<file path="config.mk">
export PLATFORM = sky130hd
export DESIGN_NAME = sfx_scheduler
export DESIGN_NICKNAME = d
export VERILOG_FILES = /design/src/rtl/sfx_pkg.sv /design/src/rtl/sfx_tone_gen.sv /design/src/rtl/sfx_scheduler.sv
export SDC_FILE = /design/constraint.sdc
export NUM_CORES = 1
export LEC_CHECK = 0
export BUFFER_PORTS_ARGS = -buffer_cell sky130_fd_sc_hd__buf_2
export CAP_MARGIN = 15
export CORE_UTILIZATION = 45
export CTS_CLUSTER_DIAMETER = 100
export DETAILED_ROUTE_END_ITERATION = 8
export GPL_ROUTABILITY_DRIVEN = 0
export GPL_TIMING_DRIVEN = 1
export PLACE_DENSITY = 0.68
export SETUP_SLACK_MARGIN = 0.02
export SLEW_MARGIN = 20
export SYNTH_ARGS = -nofsm -noshare
export SYNTH_HDL_FRONTEND = slang
export SYNTH_SLANG_ARGS = --single-unit
</file>
<file path="constraint.sdc">
create_clock -name CLOCK_50 -period 9.65 [get_ports CLOCK_50]
set_input_delay 0.4825 -clock CLOCK_50 [delete_from_list [all_inputs] [get_ports CLOCK_50]]
set_output_delay 0.4825 -clock CLOCK_50 [all_outputs]
set_load 0.01 [all_outputs]
</file>
<file path="src/rtl/sfx_pkg.sv">
// rtl/sfx_pkg.sv - shared types, saturation limits and pitch helper for the sfx scheduler
package sfx_pkg;

  typedef enum logic [1:0] {
    IDLE = 2'd0,
    PLAY = 2'd1,
    GAP  = 2'd2
  } sfx_state_e;

  localparam logic [31:0] SAT_MAX = 32'h7FFF_FFFF;
  localparam logic [31:0] SAT_MIN = 32'h8000_0000;
  localparam int          PHASE_W = 16;

  // Higher source index means a lower pitch: half-period scales with index+1.
  function automatic logic [PHASE_W-1:0] half_period(input int idx, input int base);
    return PHASE_W'(base * (idx + 1));
  endfunction

endpackage

</file>
<file path="src/rtl/sfx_tone_gen.sv">
// rtl/sfx_tone_gen.sv - square-wave polarity generator advanced once per sample tick
module sfx_tone_gen
  import sfx_pkg::*;
(
  input  logic               clk,
  input  logic               resetn,
  input  logic               load,
  input  logic [PHASE_W-1:0] half_period,
  input  logic               tick,
  output logic               polarity
);

  logic [PHASE_W-1:0] phase_cnt;
  logic [PHASE_W-1:0] period_q;

  always_ff @(posedge clk) begin
    if (!resetn) begin
      phase_cnt <= '0;
      period_q  <= '0;
      polarity  <= 1'b0;
    end else if (load) begin
      phase_cnt <= half_period;
      period_q  <= half_period;
      polarity  <= 1'b1;
    end else if (tick) begin
      if (phase_cnt <= PHASE_W'(1)) begin
        phase_cnt <= period_q;
        polarity  <= ~polarity;
      end else begin
        phase_cnt <= phase_cnt - PHASE_W'(1);
      end
    end
  end

endmodule

</file>
<file path="src/rtl/sfx_scheduler.sv">
// rtl/sfx_scheduler.sv - priority sound-effect sequencer mixing tones into the codec stream
module sfx_scheduler
  import sfx_pkg::*;
#(
  parameter int          NUM_SRC          = 3,
  parameter logic [31:0] AMPLITUDE        = 32'd10000000,
  parameter int          DURATION         = 24000,
  parameter int          GAP_SAMPLES      = 2400,
  parameter int          BASE_HALF_PERIOD = 24,
  localparam int         ID_W             = (NUM_SRC > 1) ? $clog2(NUM_SRC) : 1
) (
  input  logic               CLOCK_50,
  input  logic               resetn,
  input  logic [NUM_SRC-1:0] sfx_req,
  input  logic               audio_in_available,
  input  logic [31:0]        left_channel_audio_in,
  input  logic [31:0]        right_channel_audio_in,
  input  logic               audio_out_allowed,
  output logic               read_audio_in,
  output logic               write_audio_out,
  output logic [31:0]        left_channel_audio_out,
  output logic [31:0]        right_channel_audio_out,
  output logic               busy,
  output logic [ID_W-1:0]    active_id
);

  localparam logic [31:0] DUR_LOAD = 32'(DURATION);
  localparam logic [31:0] GAP_LOAD = 32'(GAP_SAMPLES);

  sfx_state_e         state;
  logic [NUM_SRC-1:0] pending;
  logic [NUM_SRC-1:0] pending_n;
  logic [NUM_SRC-1:0] sel_mask;
  logic [NUM_SRC-1:0] act_mask;
  logic [NUM_SRC-1:0] req_mask;
  logic [ID_W-1:0]    sel_id;
  logic [31:0]        dur_cnt;
  logic [31:0]        gap_cnt;
  logic               tick;
  logic               pend_any;
  logic               preempt;
  logic               load;
  logic               same_req;
  logic               polarity;

  assign tick            = audio_in_available & audio_out_allowed;
  assign read_audio_in   = tick;
  assign write_audio_out = tick;
  assign busy            = (state != IDLE);

  always_comb begin
    sel_id = '0;
    for (int i = NUM_SRC - 1; i >= 0; i--) begin
      if (pending[i]) sel_id = ID_W'(i);
    end
  end

  assign pend_any = |pending;
  assign preempt  = (state == PLAY) && pend_any && (sel_id < active_id);
  assign load     = ((state == IDLE) && pend_any) || preempt;
  assign same_req = (state == PLAY) && sfx_req[active_id];

  // Re-triggering the source already playing extends it instead of queueing a repeat.
  always_comb begin
    sel_mask         = '0;
    sel_mask[sel_id] = 1'b1;
    act_mask            = '0;
    act_mask[active_id] = 1'b1;
    req_mask  = sfx_req & ~(same_req ? act_mask : '0);
    pending_n = (load ? (pending & ~sel_mask) : pending) | req_mask;
  end

  always_ff @(posedge CLOCK_50) begin
    if (!resetn) begin
      state     <= IDLE;
      pending   <= '0;
      active_id <= '0;
      dur_cnt   <= '0;
      gap_cnt   <= '0;
    end else begin
      pending <= pending_n;
      if (load) begin
        active_id <= sel_id;
        dur_cnt   <= DUR_LOAD;
        state     <= PLAY;
      end else begin
        case (state)
          PLAY: begin
            if (same_req) begin
              dur_cnt <= DUR_LOAD;
            end else if (tick) begin
              if (dur_cnt <= 32'd1) begin
                gap_cnt <= GAP_LOAD;
                state   <= (GAP_SAMPLES == 0) ? IDLE : GAP;
              end else begin
                dur_cnt <= dur_cnt - 32'd1;
              end
            end
          end
          GAP: begin
            if (tick) begin
              if (gap_cnt <= 32'd1) state <= IDLE;
              else gap_cnt <= gap_cnt - 32'd1;
            end
          end
          default: ;
        endcase
      end
    end
  end

  sfx_tone_gen u_tone (
    .clk         (CLOCK_50),
    .resetn      (resetn),
    .load        (load),
    .half_period (half_period(int'(sel_id), BASE_HALF_PERIOD)),
    .tick        (tick && (state == PLAY) && !load),
    .polarity    (polarity)
  );

  function automatic logic [31:0] mix(input logic [31:0] s, input logic pos);
    logic [32:0] sum;
    sum = pos ? ({s[31], s} + {1'b0, AMPLITUDE}) : ({s[31], s} - {1'b0, AMPLITUDE});
    if (sum[32] != sum[31]) return sum[32] ? SAT_MIN : SAT_MAX;
    return sum[31:0];
  endfunction

  assign left_channel_audio_out  = (state == PLAY) ? mix(left_channel_audio_in, polarity)
                                                   : left_channel_audio_in;
  assign right_channel_audio_out = (state == PLAY) ? mix(right_channel_audio_in, polarity)
                                                   : right_channel_audio_in;

endmodule

</file>
==> metrics.md <==
| Metric | Value |
|---|---|
| Initial antenna violation count | `0` |
| Post-cts sizing count | `0` |
| Post-DRT Antenna Nets | `0` |
| Placed Area | `between 8000 and 9000 sq um` |
| Die width | `135 microns` |
| Relative slew slack | `a little over a quarter` |
| Filler cells | `1701` |
| Post-CTS setup buffer count | `0` |
| Syn Nets | `between 1000 and 1500` |
| Largest net degree at the start of global routing | `54` |
| N_diodes | `0` |
| Worst hold slack | `~410 ps` |
| Clock power share | `23.1%` |
| FMAX | `between 150 and 200 MHz` |
| Worst Setup Start Kind | `register` |
| Int Pwr | `0.000965 W` |
| Initial core utilization | `46.1%` |
| WL final | `21200 microns` |
| Layout cells sized above 1 | `around 18%` |
| Most common cell after layout, fill and taps aside | `nor2_1` |
| CTS Buf Count | `9` |
| RSZ-0062 raised after global routing | `no` |
| Switching Fraction | `42.0%` |
| Critical Path AT | `5600 ps` |
| Fin nets | `between 1000 and 1500` |
| Switching power | `between 0.0006 and 0.0007 W` |
| Post-Synthesis Cell Area | `8010 sq um` |
| Final hold vios | `0` |
| Number of global-route vias before repair | `7488` |
| Mapped Avg Cell Area | `roughly 7.3 sq um` |
| Register area | `1840 sq um` |
| Worst Setup Slack, final | `3570 ps` |
| Ys Warns | `0` |
| Setup CP Type | `reg -> out` |
| Total global routing overflow | `0` |
| Die area | `18300 sq um` |
| Core area | `roughly 17000 sq um` |
| Final instance area | `around 9200 sq um` |
| H-tree depth | `3` |
| Clk Latency, worst-skew pair | `340 ps` |
| Max Slew Vio Count | `0` |
| Pwr per Cell Area | `181 nW/um^2` |
| Die Y | `135 microns` |
| Reg power frac | `between 20% and 30%` |
| Req. time, crit path | `between 9000 and 10000 ps` |
| Sequential share of the synthesized area | `23.0%` |
| Ys flop type | `dfxtp_1` |
| CP Max Fanout | `22` |
| Clock sink count | `just over 90` |
| Area of the multi-input gates | `5910 sq um` |
| Finish-stage setup viols | `0` |
| Dpl hpwl | `15900 microns` |
| Library cells used by synthesis | `74` |
| DRC | `0` |
| CTS tree | `done` |
| Run status | `finished, final reports clean` |
| Finished Layout Cells | `1434` |
| Max Cap Viol | `0` |
| Cells after DPL | `1418` |
| Initial drt markers | `between 400 and 500` |
| Number of vias per cell | `5.73` |
| Floorplan row count | `48` |
| Worst IR Drop VDD | `0.0926 mV` |
| Clk slew on worst S/H paths | `around 70 ps` |
| Setup Skew | `6.59 ps` |
| Port Buffers | `139` |
| Area grow syn2layout | `14.6%` |
| Final min period | `between 6000 and 7000 ps` |
| Asr flop ratio synth | `0%` |
| Slew @ Worst Pin | `between 1000 and 1500 ps` |
| Hold_buf cts | `0` |
| Post-Synthesis Cells | `1092` |
| Commonest non-fill, non-tap cells in the layout | `167 x nor2_1, 139 x buf_2, 113 x a21oi_1` |
| Via Count | `8214` |
| Period utilisation layout | `63.0%` |
| #FFs+latches synth | `92` |
| Critical Path Sink Type | `output port` |
| Worst Hold Class | `in -> reg` |
| Max clock buf depth | `2` |
| Post-synth EDFFs | `0` |
| Setup TNS | `0 ps` |
| Average wire per standard cell | `14.8 microns` |
| Comb power frac | `51.7%` |
| Leak Pwr | `3.96 nW` |
| Tot GR Track Use | `about a quarter` |
| Pre-antenna DRT Iters | `5` |
| Dpl ws | `3930 ps` |
| # IOs | `140` |
| Global-route wire length before repair | `35300 microns` |
| CTS Root Cell | `clkbuf_16` |
kinds of logic after synthesis:
logic type	count (synthesis)	share of synthesized area [%]
and+or+nand+nor	438	26.7
muxes	1	0.125
xor gates and xnor gates	93	10.2
AOI/OAI and AO/OA	342	27.1
buffers and inverters	66	3.33
adders and majority gates	60	9.57
DFF	92	23.0
power by group through the flow:
stage	clock, W	combinational, W	sequential [W]
2_1_floorplan	0	0.000626	0.000421
3_3_place_gp	0	0.000848	0.000427
3_5_place_dp	0	0.000844	0.000428
4_1_cts	0.000393	0.000852	0.000419
5_1_grt	0.000408	0.000950	0.000422
6_report	0.000384	0.000860	0.000420
per-layer routing:
metal | up-vias | share of wire, % | GRT usage, % | wire [microns]
met5 | - | 0 | 0 | 0
met3 | 34 | 4.8 | 2.92 | 1010
li1 | 4190 | - | - | -
met1 | 3741 | 48 | 31.5 | 10200
met4 | 0 | 2.1 | 8.18 | 441
met2 | 249 | 45 | 38.0 | 9540
synth_stat cells, drive strengths merged (3+ instances only):
library cell	instances	share of area (%)
or3	19	1.5
o21a	8	0.84
o21bai	5	0.47
nor2b	8	0.63
a211oi	18	1.7
o311a	3	0.38
and4	4	0.44
a21oi	113	7.1
dfxtp	92	23
and3	9	0.70
a31oi	8	0.63
nand2b	13	1.0
nor2	167	7.8
a2111oi	4	0.61
nor3	41	3.0
nand3b	3	0.28
nand2	106	5.0
nor4	19	1.9
or2	5	0.39
o21ai	97	6.1
nand4	5	0.66
a21o	24	2.3
or4	12	1.3
clkbuf	35	1.7
xor2	37	4.0
inv	22	1.0
o221a	17	2.4
and2	9	0.70
nand3	15	0.94
ha	58	9.1
o211ai	12	1.1
buf	7	0.53
o31ai	5	0.47
xnor2	56	6.1
a2bb2oi	3	0.33
a31o	3	0.33
o22ai	4	0.31
worst max-delay path, cell delays in order, from the launching register on:
cell and delay [ps]:
dfxtp_1 840, inv_1 510, buf_4 380, fa_1 450, a211oi_1 220, nor2_1 150, o211ai_1 290, nand4_1 160
a311oi_1 320, xor2_1 670, inv_1 210, o21ai_2 630, o21ai_0 220, buf_2 180
cell type report:
cell class / count / share of cell area [%]
multi-input cells: 934 / 64.4
well taps: 225 / 3.07
flip-flops and latches: 92 / 20.1
inverters: 24 / 0.982
clock buffers: 9 / 2.45
repair buffers: 143 / 7.91
clock inverters: 7 / 1.08
sequential cells by signal, indices dropped and copies added (netlist names):
register / cells
active_id: 2
dur_cnt: 32
gap_cnt: 32
pending: 3
state: 2
u_tone.period_q: 4
u_tone.phase_cnt: 16
u_tone.polarity: 1
stage by stage:
stage	utilization (%)	total power, W
after global routing	52.9	0.00178
after global placement	51.0	0.00127
final	52.9	0.00166
after detailed placement	51.0	0.00127
after floorplan	-	0.00105
after CTS	52.9	0.00166
worst paths after layout:
path	slack (ps)	from	end	cells after the start
hold / removal	410	sfx_req[0]	pending[0]$_SDFF_PN0_	3
hold reg to reg	460	u_tone.period_q[7]$_SDFFE_PN0P_	u_tone.period_q[7]$_SDFFE_PN0P_	2
setup reg to reg	6170	state[1]$_SDFFE_PP0P_	gap_cnt[28]$_SDFFE_PN0P_	7
setup / recovery	3570	u_tone.polarity$_SDFFE_PN0P_	right_channel_audio_out[23]	13
(Power assumes the default switching activity.)
